File: src/rtl/usb_pkg.sv
// Shared USB device constants, FSM state type and a byte-wide CRC16 step
// used by both the IN packetizer and the RX checker.
package usb_pkg;

    localparam logic [7:0] PID_DATA0 = 8'hC3;
    localparam logic [7:0] PID_DATA1 = 8'h4B;
    localparam logic [7:0] PID_NAK   = 8'h5A;
    localparam logic [7:0] PID_ACK   = 8'hD2;

    localparam logic [15:0] CRC16_POLY = 16'h8005;
    localparam logic [15:0] CRC16_INIT = 16'hFFFF;

    typedef enum logic [2:0] {
        S_IDLE,
        S_LOAD,
        S_FRAME,
        S_NAK,
        S_WAIT_HS,
        S_HOLD
    } state_e;

    function automatic logic [15:0] reflect16(input logic [15:0] v);
        logic [15:0] r;
        for (int i = 0; i < 16; i++) r[i] = v[15-i];
        return r;
    endfunction

    // USB sends LSB first, so the register shifts right against the reflected poly.
    function automatic logic [15:0] crc16_byte(input logic [15:0] crc, input logic [7:0] d);
        logic [15:0] c;
        logic        fb;
        c = crc;
        for (int i = 0; i < 8; i++) begin
            fb = c[0] ^ d[i];
            c  = c >> 1;
            if (fb) c = c ^ reflect16(CRC16_POLY);
        end
        return c;
    endfunction

endpackage

File: src/rtl/usb_crc16.sv
// Running USB CRC16 over a byte stream; crc is the raw register, the
// transmitted check value is its complement.
module usb_crc16
    import usb_pkg::*;
(
    input  logic        clk,
    input  logic        rst,
    input  logic        clr,
    input  logic        en,
    input  logic [7:0]  din,
    output logic [15:0] crc
);

    logic [15:0] crc_q, crc_d;

    always_comb begin
        crc_d = crc_q;
        if (clr)     crc_d = CRC16_INIT;
        else if (en) crc_d = crc16_byte(crc_q, din);
    end

    always_ff @(posedge clk) begin
        if (!rst) crc_q <= CRC16_INIT;
        else      crc_q <= crc_d;
    end

    assign crc = crc_q;

endmodule

File: src/rtl/usb_in_packetizer.sv
// EP0 IN packetizer: buffers up to MAX_PKT queue bytes, frames them as a
// DATAx packet for the byte serializer, NAKs when idle, resends on timeout.
module usb_in_packetizer
    import usb_pkg::*;
#(
    parameter int MAX_PKT = 8,
    parameter int PTR_W   = 6
) (
    input  logic       clk,
    input  logic       rst,
    input  logic       usb_rst,
    input  logic       in_token,
    input  logic       data_toggle,
    input  logic       zlp_armed,
    input  logic       q_empty,
    input  logic [7:0] q_data,
    output logic       q_r_en,
    output logic       tx_valid,
    output logic [7:0] tx_data,
    output logic       tx_last,
    input  logic       tx_ready,
    input  logic       hs_ack,
    input  logic       hs_timeout,
    output logic       in_done,
    output logic       busy
);

    localparam int AW = (MAX_PKT > 1) ? $clog2(MAX_PKT) : 1;
    localparam int CW = PTR_W + 1;
    localparam int IW = PTR_W + 2;

    logic          run;
    state_e        state_q, state_d;
    logic [CW-1:0] cnt_q, cnt_d, cnt_ld;
    logic [IW-1:0] idx_q, idx_d, last_idx;
    logic          rd_pend_q, rd_pend_d;
    logic [7:0]    pid_q, pid_d;
    logic [7:0]    mem_q [MAX_PKT];
    logic [7:0]    mem_d [MAX_PKT];
    logic [AW-1:0] pay_idx;
    logic          beat, crc_clr, crc_en;
    logic [15:0]   crc;

    assign run = rst & ~usb_rst;

    usb_crc16 u_crc (
        .clk (clk),
        .rst (rst),
        .clr (crc_clr),
        .en  (crc_en),
        .din (tx_data),
        .crc (crc)
    );

    always_comb begin
        state_d   = state_q;
        cnt_d     = cnt_q;
        idx_d     = idx_q;
        pid_d     = pid_q;
        mem_d     = mem_q;
        tx_valid  = 1'b0;
        tx_data   = 8'h00;
        tx_last   = 1'b0;
        in_done   = 1'b0;
        crc_clr   = 1'b0;
        crc_en    = 1'b0;
        busy      = (state_q != S_IDLE) && (state_q != S_HOLD);
        pay_idx   = AW'(idx_q - IW'(1));
        last_idx  = IW'(cnt_q) + IW'(2);
        cnt_ld    = cnt_q + CW'(rd_pend_q);

        q_r_en    = (state_q == S_IDLE) && !rd_pend_q && !q_empty && (cnt_q < CW'(MAX_PKT));
        rd_pend_d = q_r_en;

        // Queue data lands one cycle after the strobe, whatever state we are in.
        if (rd_pend_q) begin
            mem_d[AW'(cnt_q)] = q_data;
            cnt_d             = cnt_ld;
        end

        beat = tx_valid & tx_ready;

        case (state_q)
            S_IDLE: begin
                if (in_token) begin
                    pid_d = data_toggle ? PID_DATA1 : PID_DATA0;
                    if (q_r_en) begin
                        state_d = S_LOAD;
                    end else if ((cnt_ld != '0) || zlp_armed) begin
                        state_d = S_FRAME;
                        idx_d   = '0;
                        crc_clr = 1'b1;
                    end else begin
                        state_d = S_NAK;
                    end
                end
            end
            S_LOAD: begin
                state_d = S_FRAME;
                idx_d   = '0;
                crc_clr = 1'b1;
            end
            S_FRAME: begin
                tx_valid = 1'b1;
                tx_last  = (idx_q == last_idx);
                if (idx_q == '0)                 tx_data = pid_q;
                else if (idx_q <= IW'(cnt_q))    tx_data = mem_q[pay_idx];
                else if (idx_q != last_idx)      tx_data = ~crc[7:0];
                else                             tx_data = ~crc[15:8];
                beat = tx_ready;
                if (beat) begin
                    crc_en = (idx_q != '0) && (idx_q <= IW'(cnt_q));
                    idx_d  = idx_q + IW'(1);
                    if (tx_last) state_d = S_WAIT_HS;
                end
            end
            S_NAK: begin
                tx_valid = 1'b1;
                tx_data  = PID_NAK;
                tx_last  = 1'b1;
                if (tx_ready) state_d = S_IDLE;
            end
            S_WAIT_HS: begin
                if (hs_ack) begin
                    in_done = 1'b1;
                    cnt_d   = '0;
                    state_d = S_IDLE;
                end else if (hs_timeout) begin
                    state_d = S_HOLD;
                end
            end
            S_HOLD: begin
                if (in_token) begin
                    state_d = S_FRAME;
                    idx_d   = '0;
                    crc_clr = 1'b1;
                end
            end
            default: state_d = S_IDLE;
        endcase

        if (!run) begin
            q_r_en   = 1'b0;
            tx_valid = 1'b0;
            tx_data  = 8'h00;
            tx_last  = 1'b0;
            in_done  = 1'b0;
            busy     = 1'b0;
            crc_en   = 1'b0;
            crc_clr  = 1'b1;
        end
    end

    always_ff @(posedge clk) begin
        if (!run) begin
            state_q   <= S_IDLE;
            cnt_q     <= '0;
            idx_q     <= '0;
            rd_pend_q <= 1'b0;
            pid_q     <= 8'h00;
        end else begin
            state_q   <= state_d;
            cnt_q     <= cnt_d;
            idx_q     <= idx_d;
            rd_pend_q <= rd_pend_d;
            pid_q     <= pid_d;
        end
    end

    always_ff @(posedge clk) begin
        mem_q <= mem_d;
    end

endmodule

File: config.mk
export PLATFORM = sky130hd
export DESIGN_NAME = usb_in_packetizer
export DESIGN_NICKNAME = d
export VERILOG_FILES = /design/src/rtl/usb_pkg.sv /design/src/rtl/usb_crc16.sv /design/src/rtl/usb_in_packetizer.sv
export SDC_FILE = /design/constraint.sdc
export NUM_CORES = 1
export LEC_CHECK = 0
export CAP_MARGIN = 0
export CORE_MARGIN = 5
export CORE_UTILIZATION = 39
export CTS_CLUSTER_SIZE = 20
export DETAILED_ROUTE_END_ITERATION = 10
export GPL_ROUTABILITY_DRIVEN = 0
export PLACE_DENSITY_LB_ADDON = 0.1
export REMOVE_ABC_BUFFERS = 1
export SLEW_MARGIN = 20
export SYNTH_ARGS = -nofsm -noshare
export SYNTH_HDL_FRONTEND = slang
export SYNTH_SLANG_ARGS = --single-unit
File: constraint.sdc
create_clock -name clk -period 6.55 [get_ports clk]
set_clock_uncertainty 0.05 [all_clocks]
set_input_delay 0.9825 -clock clk [delete_from_list [all_inputs] [get_ports clk]]
set_output_delay 0.9825 -clock clk [all_outputs]
set_load 0.05 [all_outputs]
# --- Word level (Yosys, flattened, before mapping) ---
# Cells that the tools add are included.
word_totals:
  reg_bits: 107
  out_inout_bits: 13
op_classes:
  n_addsub: 4
  magnitude_cmp: 5
  reduce_logical: 20
  n_bitwise: 23
  mux: 71
  n_eq_ne: 16
ops:
  columns: ["cell", "count"]
  rows:
  - ["$mux 16", 22]
  - ["$mux 8", 13]
  - ["$bwmux 64", 1]
  - ["$pmux 8 s4", 1]
  - ["$bmux 8 s3", 1]
  - ["$demux 8 s3", 1]
  - ["$not 2->3", 8]
  - ["$mux 3", 7]
  - ["$mux 7", 3]
  - ["$pmux 3 s6", 1]
  - ["$mux 1", 17]
  - ["$not 8->8", 2]
  - ["$pmux 8 s2", 1]
  - ["$ne 2x2->1 const B", 6]
  - ["$reduce_and 6->1", 2]
  - ["$add 7x2->8 const B", 1]
  - ["$add 8x1->8 const B", 1]
  - ["$eq 8x8->1", 1]
  - ["$ge 4x4->1 const B", 2]
  - ["$le 8x7->1", 1]
  - ["$logic_not 8->1", 1]
  - ["$ne 8x8->1", 1]
  - ["$not 3->4", 2]
  - ["$reduce_bool 8->1", 1]
  - ["24 further kinds", 42]

# --- Logic depth before layout (Yosys ltp) ---
# Gate-level depths: netlist of run 1.
logic_depth:
  word_depth: 39
  depth_mapped: 16
  ltp_nobuf: 13

# --- By module ---
# A second synthesis of run 1 with hierarchy kept.
unflattened:
  hier_cells: 463
  area_unflattened_um2: 5395.2
by_module_without_submodules:
  columns: ["mod", "cells_each", "area_per_inst_um2", "n_inst", "seq_area_each_um2"]
  rows:
  - ["usb_in_packetizer", 376, 4585.6, 1, 2362.3]
  - ["usb_crc16", 87, 809.5, 1, 320.3]

# --- Worst setup path before layout of run 1 ---
# OpenSTA, ideal clock, no wires.
synth_path:
  kind: "register -> output"
  from: "register idx_q[0]"
  to: "output tx_data[6]"
  arrival_time_ns: 4.140
  path_buffers: 4
  stages_incl_launch_ff: 12
  required_ns: 5.517
  path_slack_ns: 1.377
  path_cell_list: "dfxtp_1 buf_1 clkinv_1 ha_1 a41o_1 a32oi_1 clkbuf_1 clkbuf_1 clkbuf_1 o311ai_1 and3_1 o21ai_0"
synth_between:
  elab_chain_cells: 9
synth_lines:
  columns: ["element", "line_no", "rtl"]
  rows:
  - ["start: declaration", "usb_in_packetizer.sv:35", "logic [IW-1:0] idx_q, idx_d, last_idx;"]
  - ["start signal: assignment", "usb_in_packetizer.sv:164", "idx_q <= idx_d;"]
  - ["$sub 3x1->3", "usb_in_packetizer.sv:68", "pay_idx = AW'(idx_q - IW'(1));"]
  - ["$not 3->4 (implied by the code)", "usb_in_packetizer.sv:107", "else if (idx_q <= IW'(cnt_q)) tx_data = mem_q[pay_idx];"]
  - ["$bmux 8 s3", "usb_in_packetizer.sv:107", null]
  - ["$mux 8 (implied by the code) (2 in a row)", "usb_in_packetizer.sv:107", null]
  - ["$mux 8", "usb_in_packetizer.sv:107", null]
  - ["$mux 8 (*)", "usb_in_packetizer.sv:106", "if (idx_q == '0) tx_data = pid_q;"]
  - ["$pmux 8 s2 (*)", "usb_in_packetizer.sv:83", "case (state_q)"]
  - ["$mux 8 (*)", "usb_in_packetizer.sv:142", "if (!run) begin"]
  - ["end: declaration", "usb_in_packetizer.sv:19", "output logic [7:0] tx_data,"]
# Mark *: on every way between the ends. The rest lies on a longest branch, timed or not. The select of a mux whose other input is x is not followed.

# --- Worst setup path in the final report of run 1 ---
layout_path:
  from: "input usb_rst"
  to: "output tx_data[1]"
layout_between:
  elab_chain_cells: 3
layout_lines:
  columns: ["element", "line_no", "rtl"]
  rows:
  - ["start: declaration", "usb_in_packetizer.sv:11", "input logic usb_rst,"]
  - ["$not 1->1", "usb_in_packetizer.sv:44", "assign run = rst & ~usb_rst;"]
  - ["$and 1x1->1", "usb_in_packetizer.sv:44", null]
  - ["$mux 8", "usb_in_packetizer.sv:142", null]
# No other way between the ends.

==> impl.org, run 1 <==
** Yosys
- Counting flops with a built-in enable in the synthesized netlist gives 64.
- sky130_fd_sc_hd__edfxtp_1 is the most common cell in the netlist.
- YS warnings :: 0
- Of all cell types, the one taking the most synthesized area is sky130_fd_sc_hd__edfxtp_1.
- Register bit count reported by yosys :: 102
- In the synthesized netlist the async set-or-reset flop fraction comes to 0%.
- Cells taking the most area after synthesis :: sky130_fd_sc_hd__edfxtp_1 36%, sky130_fd_sc_hd__dfxtp_1 14%, sky130_fd_sc_hd__mux4_2 6.7%, sky130_fd_sc_hd__xnor2_1 3.9%, sky130_fd_sc_hd__ha_1 3.5%
- The share of synthesized area in the top cell type comes to 35.6%.
- Register area share after synthesis :: 49.6%
- A synthesized cell averages around 11 µm².
- The number of different library cells used by synthesis comes to 67.
- Counting every instance in the synthesized netlist gives 484.
- Sorting the synthesized cells by how often they occur yields 64 x sky130_fd_sc_hd__edfxtp_1, 38 x sky130_fd_sc_hd__dfxtp_1, 35 x sky130_fd_sc_hd__nor2_1.
- Post-synthesis instance area :: 5410 µm²
- Among all flip-flop cells after synthesis, the most frequent one is sky130_fd_sc_hd__edfxtp_1.

** Finish
- The multi-input combinational cells in the finished layout cover a total of 2550 µm².
- # fillers :: 1329
- At the end of the flow, the number of nets in the layout was 536.
- Area Overhead vs Synth :: 14.3%
- Share of cells above drive strength 1 :: 9.25%
- Number of diodes :: 0
- Layout Cells excl Fill :: 688
- The sequential cells in the finished layout cover a total of 2680 µm².

** Outcome
- Status :: completed

** STA
- Count of pins over their slew limit :: 0
- Measured against its own limit, the worst slew margin works out to 37.7%.
- Fmax achieved :: slightly below 0.2 GHz
- Share of the clock period used by the worst path :: 78.7%
- Unrepaired setup endpoints after global routing :: false
- Transition at the pin with the smallest max-transition slack :: around 0.93 ns
- Total negative slack :: 0 ns
- Final setup violation count :: 0
- The final count of hold timing violations is 0.
- Crit path time final :: 5.16 ns

** Routing
- In this run the remaining antenna-violating nets after routing total 0.
- Detailed Route WL :: 12.1 mm
- In this run, the number of DRC markers left after iteration 0 of detailed routing was 327.
- The first detailed-routing pass took 4 iterations.
- Final routed DRC violation total :: 0
- DR WL/cell :: 17.6 µm
- In the routed layout, each cell is associated on average with a via count of between 5 and 6.
- Total via count after detailed routing :: 3697

** Setup path
- The worst setup path is launched from an input port.
- Number of buffers and inverters on the critical path :: 2
- Cell with the largest stage delay on the worst path :: sky130_fd_sc_hd__clkdlybuf4s50_1
- STA classifies the critical path endpoint as an output pin.
- Sequence of cells on the critical path :: clkdlybuf4s50_1 > nand2b_1 > nor3_2 > o21ai_1 > nand2b_1 > a21o_1 > o21ai_0 > clkdlybuf4s50_1
- Broken down by cell family, the worst path's largest delay share belongs to buffers and inverters.
- Delay of the slowest cell on the worst path :: 0.83 ns
- Register-to-register setup slack :: between 1.5 and 2 ns
- Kind of critical path :: input port to output pin
- Worst-path fanout max :: 10
- Data required time at the worst endpoint :: 5.52 ns
- Worst EP arrival :: just over 4 ns

** Clock network
- The H-tree generated during clock tree synthesis spans 3 levels.
- After clock tree synthesis, the clock-pin slew on the worst setup and hold paths is ~0.070 ns.
- The root buffer cell chosen for the clock tree is sky130_fd_sc_hd__clkbuf_16.
- Clock latency on the worst-skew pair :: roughly 0.35 ns
- Bufs on Longest Clock Path :: 2
- Post-CTS repair changed the size of 0 cells.
- TritonCTS built the clock tree.
- Counting the buffers created by CTS gives 9.
- Clock sink count :: about 100
- Post-CTS setup-driven buffer insertion count :: 0
- Hold Buf Count CTS :: 0

** Flow run
- Max-cap violations in this run came to 0.

** Die
- The floorplan step set the die width to 128 µm.
- In this run the core area contains 43 standard-cell rows.
- The floorplan step set the die height to around 130 µm.
- Die outline area :: 16300 µm²
- Initial core utilization :: 39.4%
- Core Footprint :: 13700 µm²
- During I/O placement, the number of pins put on the boundary was 31.

** Global route
- Initial antenna violation count :: 0
- Entering global routing, the biggest net connects 28 pins.
- In the global route stage, overall resource usage came out at roughly 16%.
- The via count of the first global-routing pass came to 3695.
- The first global-routing pass estimated 20.1 mm of wire.
- GR Overflow Total :: 0

** Power and ir drop
- The worst-case IR drop observed on VDD is roughly 0.00012 V.
- Static leakage :: 2.20 nW
- Power after layout :: 1.33 mW
- Cell Pwr Density :: around 210 nW/µm²

** Placement
- During placement, the flow inserted port buffers numbering 30.
- Cell Count Post-Placement :: 672
- DP HPWL :: 8.51 mm

** Min path
- In this run the worst hold path is classified as register to register.
[registers in the layout, indices dropped and copies added (netlist names)]
name / flops
idx_q: 8
pid_q: 3
cnt_q: 7
u_crc.crc: 16
state_q: 3
mem_q: 64
rd_pend_q: 1
[layout by cell type, fill, tap and decap left out, drive strengths merged, types with 5 or more instances in the layout]
master,instances
a31oi,9
nand4,6
mux2i,17
and2,14
nor2b,9
nand2,33
nand2b,6
ha,15
xor2,5
a21oi,18
mux4,16
and3,11
o211ai,18
inv,21
nor2,35
nor4,5
clkdlybuf4s50,30
buf,5
nand3,15
clkbuf,9
o21ai,21
edfxtp,64
dfxtp,38
xnor2,26
[worst min-delay path, delay by kind of cell (launching register included)]
family        cells  cell delay, ns
flops             1            0.34
mux               1            0.07
simple gates      1            0.06
[worst paths after layout]
kind	from	end	cells after the start
max	usb_rst	tx_data[1]	8
min	u_crc.crc[3]	u_crc.crc[3]	2
max reg2reg	cnt_q[2]	u_crc.crc[0]	13
min reg2reg	u_crc.crc[3]	u_crc.crc[3]	2
[per-stage QoR]
stage	hold WS (ns)	area, µm²	utilization (%)	setup slack (ns)
final	0.450	6180	45.0	1.39
after global routing	0.496	6180	45.0	1.01
after CTS	0.450	6180	45.0	1.35
after detailed placement	0.426	5860	42.7	1.36
after global placement	0.417	5860	42.7	1.51
after floorplan	0.396	5290	-	1.25
[per-layer routing]
layer  vias up  routed length, µm  track usage, %
met5         -                  0               0
met4         0                100            3.62
met3         6                397            3.75
met2        54               5810            25.6
met1      1786               5830            21.6
li1       1851                  -               -
[final cells by class]
type                            count  share of cell area, %
Clock buffer                        9                   3.65
Clock inverter                      7                   1.46
Inverter                           19                   1.15
Sequential cell                   102                   43.4
Multi-Input combinational cell    336                   41.2
Timing Repair Buffer               35                   5.47
Tap cell                          180                   3.65
[power by group]
part	leakage, nW	total (mW)	internal (mW)	switching, mW
Clock	0.154	0.563	0.306	0.257
Sequential	0.884	0.693	0.686	0.00684
Combinational	1.16	0.0727	0.0298	0.0429
Total	2.20	1.33	1.02	0.306
[logic make-up after synthesis]
family                   after synthesis  share of synthesized area [%]
AND/OR/NAND/NOR                      156                           15.3
flip-flops                           102                           49.6
AO/OA/AOI/OAI                         99                           12.4
buffers and inverters                 46                           3.40
multiplexers                          34                           10.0
XOR/XNOR                              32                           5.72
adder cells (fa/ha/maj)               15                           3.47
(Power assumes the default switching activity.)
==> inputs of run 2 (changes only) <==
clock period = 4.7 ns   (was 6.55 ns; I/O delays follow)
==> run 2 against run 1 <==
Via count rose by 1.5%. Sequential power rose by 39%. Final cell count rose by 1.0%. Wire length is 0.15% higher. Clock power up 40%. Count of clock-buffer cells in the layout stayed put. Register-to-register slack got worse by 1.5 ns. Largest cell class unchanged. Critical endpoint is now tx_data[6]. Largest power group unchanged. Global-route usage is 0.18 points higher. Critical path depth is 1 higher. Combinational power grew 43%. Power is 40% higher.
==> impl.org, run 2 (synthesized netlist as in run 1, its figures left out) <==
** Finish
- The final cell count without fillers came to 695 (+1.0%).
- The number of flip-flops under the largest register name is 64 (unchanged).
- The diode insertion count for antenna repair is 0 (unchanged).
- The number of fill cells in the layout came to 1268 (-4.6%).
- Area Overhead vs Synth :: 16.1%
- In the layout the commonest cells are 64 x sky130_fd_sc_hd__edfxtp_1, 38 x sky130_fd_sc_hd__dfxtp_1, 35 x sky130_fd_sc_hd__nor2_1, 33 x sky130_fd_sc_hd__nand2_1, 24 x sky130_fd_sc_hd__xnor2_1.
- Nets :: 543 (+1.3%)
- More flip-flops sit in one register than any other, and that register is mem_q.
- Share of cells above drive strength 1 :: 12.4% (+3.2 points)
- Most common cell after layout, fill and taps aside :: sky130_fd_sc_hd__edfxtp_1

** Power and ir drop
- Static leakage :: 2.26 nW (+3.0%)
- Cell Pwr Density :: 296 nW/µm² (+38%)
- Power after layout :: 1.86 mW (+40%)
- Max IR drop VDD :: 0.000197 V (+61%)

** Outcome
- Status :: completed

** Clock network
- Clock tree from TritonCTS :: built
- Clock latency on the worst-skew pair :: 0.36 ns (about the same)
- The number of gates resized after cts was 0 (unchanged).
- The buffer levels on the longest clock path is 2 (unchanged).
- The TritonCTS sink count came to 102 (unchanged).
- The number of buffers created by CTS was 9 (unchanged).
- Worst-path clk slew :: 0.07 ns (about the same)
- The number of buffers inserted to repair setup after CTS was 0 (unchanged).
- H-tree lvl count :: 3 (unchanged)
- The cts-stage hold buffer count came to 0 (unchanged).
- Clock root buffer :: sky130_fd_sc_hd__clkbuf_16

** Die
- Core Footprint :: 13700 µm² (unchanged)
- The site row count came to 43 (unchanged).
- The area enclosed by the die boundary is 16300 µm² (unchanged).
- Initial core utilization :: 39.4% (unchanged)
- The total I/O pin count is 31 (unchanged).
- The width of the die was 128 µm (unchanged).
- Die height :: 128 µm (unchanged)

** Setup path
- The worst setup path is launched from a register.
- The data arrival time at the worst-slack endpoint came to 3.50 ns (-0.62 ns).
- In this run the critical register-to-register path is launched from cnt_q[2].
- The slowest stage of the critical path is the sky130_fd_sc_hd__a32oi_2 cell.
- The critical path starts at cnt_q[2].
- The signal on the critical path passes through inv_1 > ha_1 > and4_1 > a41o_1 > a32oi_2 > o311ai_1 > and3_1 > o21ai_0 > buf_12.
- Data required time at the worst endpoint :: 3.94 ns (-1.58 ns)
- The worst setup path is captured at an output pin.
- The biggest cell delay along the critical path came to 0.57 ns (-0.26 ns).
- Kind of critical path :: register to output pin
- Worst-path fanout max :: 14 (+4)

** Routing
- The number of search-and-repair iterations in the first detailed-routing pass was 5 (+1).
- The number of vias per cell was 5.40 (+0.47%).
- The number of DRC violations after detailed-routing iteration 0 was 300 (-8.3%).
- Total via count after detailed routing :: 3752 (+1.5%)
- The total wire length after detailed routing came to 12.2 mm (+0.15%).
- DR WL/cell :: 17.5 µm (-0.86%)
- The remaining design rule violation count came to 0 (unchanged).
- Detail Route Antenna Nets :: 0 (unchanged)

** Placement
- Port-buffer cells :: 30 (unchanged)
- DP HPWL :: 8.78 mm (+3.2%)
- The number of placed cells counting well taps is 679 (+1.0%).

** Flow run
- The total of max-cap violations was 0 (unchanged).

** Global route
- The via count of the first global-routing pass was 3712 (+0.46%).
- First-pass GRT wire length :: 20.2 mm (about the same)
- GR Overflow Total :: 0 (unchanged)
- All-Layer GR Usage :: 16.0% (+0.18 points)
- Maximum number of pins on one net before global-route repair :: 21 (-25%)
- Initial antenna violation count :: 0 (unchanged)

** STA
- Final setup violation count :: 0 (unchanged)
- The number of max-slew violations in the final report is 0 (unchanged).
- Final hold vios :: 0 (unchanged)
- Share of the clock period used by the worst path :: 90.5%
- Crit path time final :: 4.26 ns
- The transition time of the tightest slew-check pin is 0.745 ns (-0.187 ns).
- Unrepaired setup endpoints after global routing :: false
- The worst slew slack as a fraction of its limit was 49.7% (+12 points).
- Fmax achieved :: 0.235 GHz

** Min path
- Hold path start :: u_crc.crc[3]
- In this run the worst hold path is classified as register to register.
==> run 2: changes by cell type in the layout (fill, tap and decap cells not counted) <==
cell | before | now
sky130_fd_sc_hd__clkinvlp_4 | 0 | 1
sky130_fd_sc_hd__clkinv_1 | 2 | 1
sky130_fd_sc_hd__buf_12 | 0 | 5
sky130_fd_sc_hd__inv_6 | 1 | 2
sky130_fd_sc_hd__clkinv_4 | 1 | 0
sky130_fd_sc_hd__buf_4 | 5 | 16
sky130_fd_sc_hd__clkdlybuf4s50_1 | 30 | 21
==> run 2: layout make-up <==
type	count	area, µm²	share of cell area [%]
clock buffers	9	225	3.59
multi-input cells	336	2550	40.6
well taps	180	225	3.59
flip-flops and latches	102	2680	42.8
repair buffers	42	430	6.86
inverters	19	71.3	1.14
clock inverters	7	93.8	1.50
==> run 2: path summary, 6_finish.rpt <==
check / slack, ns / cells past startpoint / end
max: 0.44 / 9 / tx_data[6]
min: 0.45 / 2 / u_crc.crc[3]
min reg2reg: 0.45 / 2 / u_crc.crc[3]
max reg2reg: 0.47 / 12 / u_crc.crc[0]
==> run 2: layer usage <==
layer | up-vias | global-route usage (%) | share of wire, %
met4 | 0 | 4.43 | 1.6
met1 | 1811 | 21.2 | 46
met3 | 12 | 4.00 | 4.5
li1 | 1864 | - | -
met5 | - | 0 | 0
met2 | 65 | 26.2 | 48
==> run 2: metrics by stage <==
| stage | utilization, % | TNS (ns) | setup slack [ns] | area [µm²] | hold slack, ns |
|---|---|---|---|---|---|
| final | 45.7 | 0 | 0.444 | 6270 | 0.454 |
| after global routing | 45.7 | 0 | 0.0851 | 6270 | 0.492 |
| after detailed placement | 43.4 | 0 | 0.470 | 5960 | 0.449 |
| after floorplan | - | -0.690 | -0.320 | 5290 | 0.396 |
| after global placement | 43.4 | 0 | 0.567 | 5960 | 0.410 |
| after CTS | 45.7 | 0 | 0.455 | 6270 | 0.475 |
==> run 2: worst max-delay path, delay by kind of cell, from the launching register on <==
kind	cells	cell delay, ns
buf+inv	2	0.38
simple gates	2	0.43
compound gates	4	1.48
flops	1	0.54
fa+ha+maj	1	0.32
==> run 2: power breakdown <==
group,switching [mW],internal [mW]
clock,0.358,0.429
sequential,0.00929,0.956
combinational,0.0606,0.0438
